**src/rtl/id_ex_stage.sv**
```systemverilog
// rtl/id_ex_stage.sv - ID/EX pipeline register with load-use stall, bubble insertion and flush
//
// Purpose : registers the decoded instruction between ID and EX, detects a
//           load-use hazard against the instruction currently in EX, and
//           drives the PC / IF-ID write enables.
// Ports   : clk, rst_n (async active-low)
//           id_*       decoded instruction from ID
//           ex_flush   branch/jump taken in EX, kill the ID instruction
//           hold       global back-pressure, freeze the register
//           id_ex_*    registered instruction to EX and forwarding unit
//           pc_write, if_id_write  stall enables for PC and IF/ID
// Option  : ID_EX_STALL_CNT_EN adds stall_cnt / flush_cnt event counters.
module id_ex_stage #(
    parameter int XLEN   = 32,
    parameter int CTRL_W = 8
) (
    input  logic              clk,
    input  logic              rst_n,
    input  logic              id_valid,
    input  logic [XLEN-1:0]   id_pc,
    input  logic [XLEN-1:0]   id_rs1_data,
    input  logic [XLEN-1:0]   id_rs2_data,
    input  logic [XLEN-1:0]   id_imm,
    input  logic [4:0]        id_rs1,
    input  logic [4:0]        id_rs2,
    input  logic [4:0]        id_rd,
    input  logic              id_uses_rs1,
    input  logic              id_uses_rs2,
    input  logic [CTRL_W-1:0] id_ctrl,
    input  logic [3:0]        id_funct,
    input  logic              ex_flush,
    input  logic              hold,
    output logic              id_ex_valid,
    output logic [XLEN-1:0]   id_ex_pc,
    output logic [XLEN-1:0]   id_ex_rs1_data,
    output logic [XLEN-1:0]   id_ex_rs2_data,
    output logic [XLEN-1:0]   id_ex_imm,
    output logic [4:0]        id_ex_RegisterRs1,
    output logic [4:0]        id_ex_RegisterRs2,
    output logic [4:0]        id_ex_RegisterRd,
    output logic [CTRL_W-1:0] id_ex_ctrl,
    output logic [3:0]        id_ex_funct,
    output logic              pc_write,
    output logic              if_id_write
`ifdef ID_EX_STALL_CNT_EN
    ,
    output logic [31:0]       stall_cnt,
    output logic [31:0]       flush_cnt
`endif
);

    localparam int CTRL_MEMREAD = 1;

    logic              valid_q, valid_d;
    logic [XLEN-1:0]   pc_q, pc_d;
    logic [XLEN-1:0]   rs1_data_q, rs1_data_d;
    logic [XLEN-1:0]   rs2_data_q, rs2_data_d;
    logic [XLEN-1:0]   imm_q, imm_d;
    logic [4:0]        rs1_q, rs1_d;
    logic [4:0]        rs2_q, rs2_d;
    logic [4:0]        rd_q, rd_d;
    logic [CTRL_W-1:0] ctrl_q, ctrl_d;
    logic [3:0]        funct_q, funct_d;

    logic load_use;
    logic rs1_hit;
    logic rs2_hit;

    // Hazard only when EX holds a real load to a non-zero register that the
    // ID instruction actually reads.
    always_comb begin
        rs1_hit  = id_uses_rs1 && (id_rs1 == rd_q);
        rs2_hit  = id_uses_rs2 && (id_rs2 == rd_q);
        load_use = valid_q && ctrl_q[CTRL_MEMREAD] && (rd_q != 5'd0) &&
                   id_valid && (rs1_hit || rs2_hit);
    end

    // A flush discards the ID instruction anyway, so it overrides the stall.
    always_comb begin
        pc_write    = !hold && !(load_use && !ex_flush);
        if_id_write = pc_write;
    end

    always_comb begin
        valid_d    = valid_q;
        pc_d       = pc_q;
        rs1_data_d = rs1_data_q;
        rs2_data_d = rs2_data_q;
        imm_d      = imm_q;
        rs1_d      = rs1_q;
        rs2_d      = rs2_q;
        rd_d       = rd_q;
        ctrl_d     = ctrl_q;
        funct_d    = funct_q;
        if (hold) begin
            // keep everything
        end else if (ex_flush || load_use) begin
            valid_d    = 1'b0;
            pc_d       = '0;
            rs1_data_d = '0;
            rs2_data_d = '0;
            imm_d      = '0;
            rs1_d      = '0;
            rs2_d      = '0;
            rd_d       = '0;
            ctrl_d     = '0;
            funct_d    = '0;
        end else begin
            valid_d    = id_valid;
            pc_d       = id_pc;
            rs1_data_d = id_rs1_data;
            rs2_data_d = id_rs2_data;
            imm_d      = id_imm;
            rs1_d      = id_rs1;
            rs2_d      = id_rs2;
            rd_d       = id_rd;
            // an invalid slot must never assert RegWrite/MemWrite downstream
            ctrl_d     = id_valid ? id_ctrl : '0;
            funct_d    = id_funct;
        end
    end

    always_ff @(posedge clk or negedge rst_n) begin
        if (!rst_n) begin
            valid_q    <= 1'b0;
            pc_q       <= '0;
            rs1_data_q <= '0;
            rs2_data_q <= '0;
            imm_q      <= '0;
            rs1_q      <= '0;
            rs2_q      <= '0;
            rd_q       <= '0;
            ctrl_q     <= '0;
            funct_q    <= '0;
        end else begin
            valid_q    <= valid_d;
            pc_q       <= pc_d;
            rs1_data_q <= rs1_data_d;
            rs2_data_q <= rs2_data_d;
            imm_q      <= imm_d;
            rs1_q      <= rs1_d;
            rs2_q      <= rs2_d;
            rd_q       <= rd_d;
            ctrl_q     <= ctrl_d;
            funct_q    <= funct_d;
        end
    end

    assign id_ex_valid       = valid_q;
    assign id_ex_pc          = pc_q;
    assign id_ex_rs1_data    = rs1_data_q;
    assign id_ex_rs2_data    = rs2_data_q;
    assign id_ex_imm         = imm_q;
    assign id_ex_RegisterRs1 = rs1_q;
    assign id_ex_RegisterRs2 = rs2_q;
    assign id_ex_RegisterRd  = rd_q;
    assign id_ex_ctrl        = ctrl_q;
    assign id_ex_funct       = funct_q;

`ifdef ID_EX_STALL_CNT_EN
    logic [31:0] stall_cnt_q, stall_cnt_d;
    logic [31:0] flush_cnt_q, flush_cnt_d;

    always_comb begin
        stall_cnt_d = stall_cnt_q;
        flush_cnt_d = flush_cnt_q;
        if (!hold && ex_flush) begin
            flush_cnt_d = flush_cnt_q + 32'd1;
        end else if (!hold && load_use) begin
            stall_cnt_d = stall_cnt_q + 32'd1;
        end
    end

    always_ff @(posedge clk or negedge rst_n) begin
        if (!rst_n) begin
            stall_cnt_q <= '0;
            flush_cnt_q <= '0;
        end else begin
            stall_cnt_q <= stall_cnt_d;
            flush_cnt_q <= flush_cnt_d;
        end
    end

    assign stall_cnt = stall_cnt_q;
    assign flush_cnt = flush_cnt_q;
`endif

endmodule

```
**config.mk**
```make
export PLATFORM = sky130hd
export DESIGN_NAME = id_ex_stage
export DESIGN_NICKNAME = d
export VERILOG_FILES = /design/src/rtl/id_ex_stage.sv
export SDC_FILE = /design/constraint.sdc
export NUM_CORES = 1
export LEC_CHECK = 0
export ABC_AREA = 1
export CORE_UTILIZATION = 45
export CTS_CLUSTER_DIAMETER = 100
export DETAILED_ROUTE_END_ITERATION = 8
export GPL_TIMING_DRIVEN = 0
export PLACE_DENSITY = 0.95
export SLEW_MARGIN = 20
export SYNTH_ARGS = -nofsm -noshare
export SYNTH_HDL_FRONTEND = slang
export SYNTH_SLANG_ARGS = --single-unit
```
**constraint.sdc**
```tcl
create_clock -name clk -period 3.1 [get_ports clk]
set_input_delay 0.62 -clock clk [delete_from_list [all_inputs] [get_ports clk]]
set_output_delay 0.62 -clock clk [all_outputs]
set_load 0.01 [all_outputs]
```
==> metrics.md, run 1 <==
| Metric | Value |
|---|---|
| DR DRC count | `0` |
| Die area | `15,900 um^2` |
| Commonest non-fill, non-tap cell in the layout | `nand2_1` |
| First-pass GRT wire length | `36.7 mm` |
| Hold crit path type | `input port to asynchronous set/reset pin` |
| Starting Density | `46.9%` |
| Crit start category | `input port` |
| DP HPWL | `16.6 mm` |
| Reg clk slew, reported paths | `0.06 ns` |
| RSZ-0062 raised after global routing | `false` |
| Mapped Cells | `755` |
| Final hold violations | `0` |
| Outcome | `complete, no violations` |
| Crit Path Class | `input port to output port` |
| Share of layout cells above drive strength 1 | `14.4%` |
| Max-Slew Margin vs Limit | `56.9%` |
| Cell-internal power | `3960 uW` |
| Power Density | `494 nW/um^2` |
| Total Power | `5400 uW` |
| NetSw | `1430 uW` |
| Register area share after synthesis | `56.4%` |
| Sw Share | `26.6%` |
| Clk sinks | `156` |
| Clock skew | `0.00884 ns` |
| # rows | `44` |
| Total wire length | `23.1 mm` |
| CTS Hold Buffers Added | `0` |
| Final period util | `a little over nine tenths` |
| Die Wd | `126 um` |
| Core area | `14,800 um^2` |
| Synth cell types | `19` |
| Worst Path Arrival | `about 2.3 ns` |
| # IOs | `320` |
| Total GRT Usage | `just over 30%` |
| Max Slew Vio Count | `0` |
| Setup slack after layout | `0.191 ns` |
| Cts bufs inserted | `17` |
| Most frequent cells in the layout | `nand2_1, clkdlybuf4s50_1, dfrtp_1` |
| Primary FF master, synth | `dfrtp_1` |
| CTS tree | `yes` |
| Clock power frac | `37.2%` |
| Largest net degree at the start of global routing | `96` |
| Lkg Pwr | `0.00491 uW` |
| Reg power frac | `~43%` |
| Final Cell Area | `10,900 um^2` |
| Logic gate share of total power | `20.3%` |
| CTS root buffer | `clkbuf_16` |
| Post-synth EDFFs | `0` |
| Worst skew pair latency | `about 0.42 ns` |
| Depth of the CTS H-tree | `4` |
| Yosys warns | `0` |
| Final Setup Violations | `0` |
| Post-Place Cell Area | `10,400 um^2` |
| Pre-CTS setup slack | `-0.268 ns` |
| Max Cap Viol | `0` |
| Die Y | `126 um` |
| Port bufs | `between 300 and 400` |
| Vias | `6,688` |
| Post-DR wirelength/cell | `about 18 um` |
| Initial antenna violation count | `0` |
| Nets | `1,254` |
| Critical Path Sink Type | `output port` |
| Worst-Margin Slew | `0.646 ns` |
| Post-Syn Area | `6920 um^2` |
| Area Overhead vs Synth | `58.0%` |
| N_diodes | `0` |
| Post-synth net total | `917` |
| Drt via density | `a little over 5` |
| Syn Area/Cell | `9.17 um^2` |
| ANT nets after route | `0` |
| Clk buf depth | `2` |
| Async set-reset flop share out of synthesis | `between 90% and 100%` |
| Vias in the first global route | `7,062` |
| RD Place Congestion | `0.806` |
| CP Data Required Time | `roughly 2.5 ns` |
| Global route overflow | `0` |
| Drt first pass iters | `5` |
| Max FO, Critical Path | `3` |
| Synth Register Bits | `156` |
| Min cycle time layout | `2.91 ns` |
| Drt first-iter violations | `363` |
| Peak supply drop | `~340 uV` |
| Fmax | `0.344 GHz` |
flip-flops by register name, summed over array words and instances, names as in the netlist:
register           count
id_ex_RegisterRs2      5
id_ex_ctrl             8
id_ex_imm             32
id_ex_RegisterRd       5
id_ex_rs1_data        32
id_ex_rs2_data        32
id_ex_pc              32
id_ex_funct            4
id_ex_valid            1
id_ex_RegisterRs1      5
worst paths after layout:
path,slack [ns],depth (start not counted),startpoint,end
worst max-delay path,0.19,12,id_rs1[1],pc_write
worst min-delay path,0.12,1,rst_n,id_ex_imm[8]$_DFFE_PN0N_
worst max register to register,1.18,11,id_ex_RegisterRd[2]$_DFFE_PN0N_,id_ex_pc[12]$_DFFE_PN0N_
worst min register to register,0.48,2,id_ex_imm[4]$_DFFE_PN0N_,id_ex_imm[4]$_DFFE_PN0N_
max in group asynchronous,2.12,2,rst_n,id_ex_valid$_DFFE_PN0N_
min in group clk,0.48,2,id_ex_imm[4]$_DFFE_PN0N_,id_ex_imm[4]$_DFFE_PN0N_
cell usage after synthesis, types with 2 or more instances:
library cell / instances / area, um^2
nand3_1: 2 / 10.0
clkbuf_1: 33 / 124
nor2_1: 17 / 63.8
inv_2: 5 / 18.8
buf_2: 4 / 20.0
buf_6: 4 / 45.0
nand4_1: 11 / 68.8
inv_1: 18 / 67.6
o21ai_2: 100 / 876
o21ai_1: 30 / 150
nand2_1: 341 / 1280
dfrtp_1: 156 / 3900
clkinv_1: 2 / 7.51
o21ai_0: 18 / 90.1
buf_8: 10 / 150
cell type report:
class	count	area, um^2
buffer	51	358
tap	184	230
timing repair buffer	320	3220
fill	1025	3820
sequential	156	3900
multi-input combinational	521	2560
inverter	25	93.8
clock buffer	20	437
clock inverter	12	124
stage by stage:
step	util (%)	instances	hold WS (ns)	TNS, ns
2_1_floorplan	-	755	0.324	0
3_3_place_gp	70.0	1257	0.462	-755.59
3_5_place_dp	70.3	1258	0.466	-0.452
4_1_cts	74.1	1289	0.135	0
5_1_grt	74.1	1289	0.149	0
6_report	74.1	1289	0.117	0
routing by layer:
metal	share of wire (%)	track usage (%)	up-vias	routed length, um
met5	0	0	-	0
met4	3.9	15.7	0	894
met3	8.2	9.90	78	1900
met2	52	53.3	337	12100
met1	36	33.0	3204	8260
li1	-	-	3069	-
logic make-up (layout without fill, tap and decap cells):
family | Yosys count | count (layout) | synth area share, %
simple gates | 373 | 373 | 20.8
flops | 156 | 156 | 56.4
compound gates | 148 | 148 | 16.1
buf+inv | 78 | 428 | 6.65
repair_timing:
item | CTS | global route
gates resized for setup | 4 | 1
pin swaps | 1 | 0
setup endpoints to repair | 2 | 1
setup buffers | 1 | 0
critical path, cell delays in order:
cell and delay (ns):
clkdlybuf4s50_1 0.52, inv_1 0.06, nand2_1 0.05, nand2_1 0.05, nor2_1 0.09, nand3_1 0.10, nand2_2 0.10, nand2_4 0.06
o21ai_0 0.14, inv_1 0.09, buf_4 0.13, dlygate4sd2_1 0.27
power by group through the flow:
stage,combinational (uW),sequential [uW],clock (uW)
4_1_cts,1110,2290,2030
5_1_grt,1180,2300,2130
3_5_place_dp,1100,2320,0
3_3_place_gp,1060,2310,0
2_1_floorplan,340,2390,0
6_report,1100,2290,2010
(Power assumes the default switching activity.)
==> inputs of run 2 (changes only) <==
ABC_CLOCK_PERIOD_IN_PS = 3100   (was not set)
==> results of run 2 <==
No change in the layout: final DEF, timing and power equal those of run 1.
==> inputs of run 3 (changes only) <==
CORE_UTILIZATION = 46   (was 45)
CTS_BUF_LIST = sky130_fd_sc_hd__clkbuf_4 sky130_fd_sc_hd__clkbuf_8   (was not set)
==> metrics.md, run 3 (synthesis gave the netlist of run 1 again) <==
| Metric | Value |
|---|---|
| Outcome | `complete, no violations` |
| Delay of the slowest critical-path stage | `roughly 0.52 ns` |
| Hold crit path type | `input port to asynchronous set/reset pin` |
| DP HPWL | `around 16 mm` |
| Sw Share | `26.1%` |
| Critical Path Sink Type | `output port` |
| Worst-Margin Slew | `around 0.7 ns` |
| Delay-heaviest family, CP | `buffers and inverters` |
| Dpl cells | `1,258` |
| CP Cell Sequence | `clkdlybuf4s50_1 > inv_1 > nand2_1 > nand2_1 > nor2_1 > nand3_1 > nand2_2 > nand2_4 > o21ai_0 > inv_1 > buf_4 > dlygate4sd2_1` |
| Vias in the first global route | `between 6,000 and 7,000` |
| Vias | `6,496` |
| Port bufs | `approximately 320` |
| Final period util | `94.1%` |
| Total GRT Usage | `28.0%` |
| # IOs | `between 300 and 400` |
| Cell-internal power | `3700 uW` |
| Total wire length | `21.2 mm` |
| CTS Hold Buffers Added | `0` |
| Starting Density | `a little under half` |
| Grt peak-use layer | `met2` |
| Max-Slew Margin vs Limit | `52.4%` |
| Lkg Pwr | `0.00486 uW` |
| CP bufs+invs | `5` |
| Worst skew pair latency | `approximately 0.44 ns` |
| Most frequent cells in the layout | `nand2_1, clkdlybuf4s50_1, dfrtp_1` |
| CP Data Required Time | `between 2 and 2.5 ns` |
| Area Overhead vs Synth | `56.0%` |
| Sum of negative setup slack | `0 ns` |
| Post-DR wirelength/cell | `16.5 um` |
| Filler cells | `988` |
| Met2 Use GR | `48.0%` |
| RSZ-0062 raised after global routing | `false` |
| Clk buf depth | `2` |
| CTS tree | `yes` |
| Commonest non-fill, non-tap cell in the layout | `nand2_1` |
| FF/Latch Area | `3900 um^2` |
| Depth of the CTS H-tree | `4` |
| Die Wd | `around 120 um` |
| Clock power frac | `32.8%` |
| # rows | `44` |
| Max Slew Vio Count | `0` |
| Global route overflow | `0` |
| Share of layout cells above drive strength 1 | `14.5%` |
| Crit Path Class | `input port to output port` |
| NetSw | `approximately 1300 uW` |
| Met3 GRT Util | `under 10%` |
| Nets | `1,254` |
| Largest net degree at the start of global routing | `92` |
| Clk sinks | `around 160` |
| GR Util met1 | `approximately a third` |
| Fmax | `0.343 GHz` |
| Drt first-iter violations | `340` |
| Crit start category | `input port` |
| First-pass GRT wire length | `33.9 mm` |
| Drt via density | `a little over 5` |
| Max Cap Viol | `0` |
| Peak supply drop | `323 uV` |
| Critical-path top delay cell | `clkdlybuf4s50_1` |
| Reg power frac | `45.6%` |
| Total Power | `5010 uW` |
| Cts bufs inserted | `17` |
| Die Y | `125 um` |
| Die area | `15,500 um^2` |
| Multi-input logic area | `2560 um^2` |
| DR DRC count | `0` |
| Final hold violations | `0` |
| Min cycle time layout | `2.92 ns` |
| Final Setup Violations | `0` |
| N_diodes | `0` |
| Logic gate share of total power | `21.6%` |
| Reg clk slew, reported paths | `0.08 ns` |
| RD Place Congestion | `approximately 0.86` |
| Drt first pass iters | `7` |
| Power Density | `464 nW/um^2` |
| Initial antenna violation count | `0` |
| CTS root buffer | `clkbuf_8` |
| Core area | `14,600 um^2` |
| Clock skew | `0.00959 ns` |
| Post-Layout Cell Count | `between 1,000 and 1,500` |
| Max FO, Critical Path | `3` |
| Worst Path Arrival | `2.30 ns` |
| ANT nets after route | `0` |
[run 3: cell types whose count changed in the layout (fill, tap and decap cells not counted), sizes merged]
cell / previous run / this run
clkinvlp: 4 / 1
clkinv: 8 / 5
bufinv: 2 / 4
clkbuf: 52 / 54
[run 3: path summary, 6_finish.rpt]
path | cells past startpoint | slack, ns | from | end
min in group clk | 2 | 0.48 | id_ex_imm[14]$_DFFE_PN0N_ | id_ex_imm[14]$_DFFE_PN0N_
worst max-delay path | 12 | 0.18 | id_rs2[1] | pc_write
worst max register to register | 11 | 1.17 | id_ex_RegisterRd[0]$_DFFE_PN0N_ | id_ex_imm[31]$_DFFE_PN0N_
worst min-delay path | 1 | 0.20 | rst_n | id_ex_imm[12]$_DFFE_PN0N_
worst min register to register | 2 | 0.48 | id_ex_imm[14]$_DFFE_PN0N_ | id_ex_imm[14]$_DFFE_PN0N_
max in group asynchronous | 2 | 2.11 | rst_n | id_ex_pc[0]$_DFFE_PN0N_
[run 3: power by group through the flow]
stage | Sequential [uW] | Clock [uW] | Combinational (uW)
global placement | 2320 | 0 | 1060
floorplan | 2390 | 0 | 340
detailed placement | 2320 | 0 | 1090
global route | 2300 | 1770 | 1170
finish | 2290 | 1640 | 1080
CTS | 2280 | 1670 | 1090
[run 3: layout make-up]
type | count | share of cell area, %
repair buffers | 320 | 29.9
clock buffers | 22 | 2.57
flip-flops and latches | 156 | 36.2
multi-input cells | 521 | 23.8
inverters | 25 | 0.869
clock inverters | 8 | 1.32
well taps | 184 | 2.13
plain buffers | 51 | 3.32
[run 3: timing repair]
item,CTS,global route
hold endpoints to repair,0,0
resized for setup,4,1
setup endpoints to repair,2,1
setup buffers,1,0
pin swaps,1,0
[run 3: metrics by stage]
step	cell area, um^2	hold WS (ns)	setup slack, ns	util, %
detailed placement	10400	0.466	-0.267	71.1
floorplan	6920	0.324	0.931	-
global placement	10300	0.464	-4.86	70.8
global route	10800	0.228	0.00940	74.0
finish	10800	0.199	0.182	74.0
CTS	10800	0.202	0.0945	74.0
[run 3: metal layers]
layer  routed length, um  part of all wire (%)
met5                   0                     0
met4                 792                   3.7
met3                1640                   7.7
met2               10700                    51
met1                8080                    38
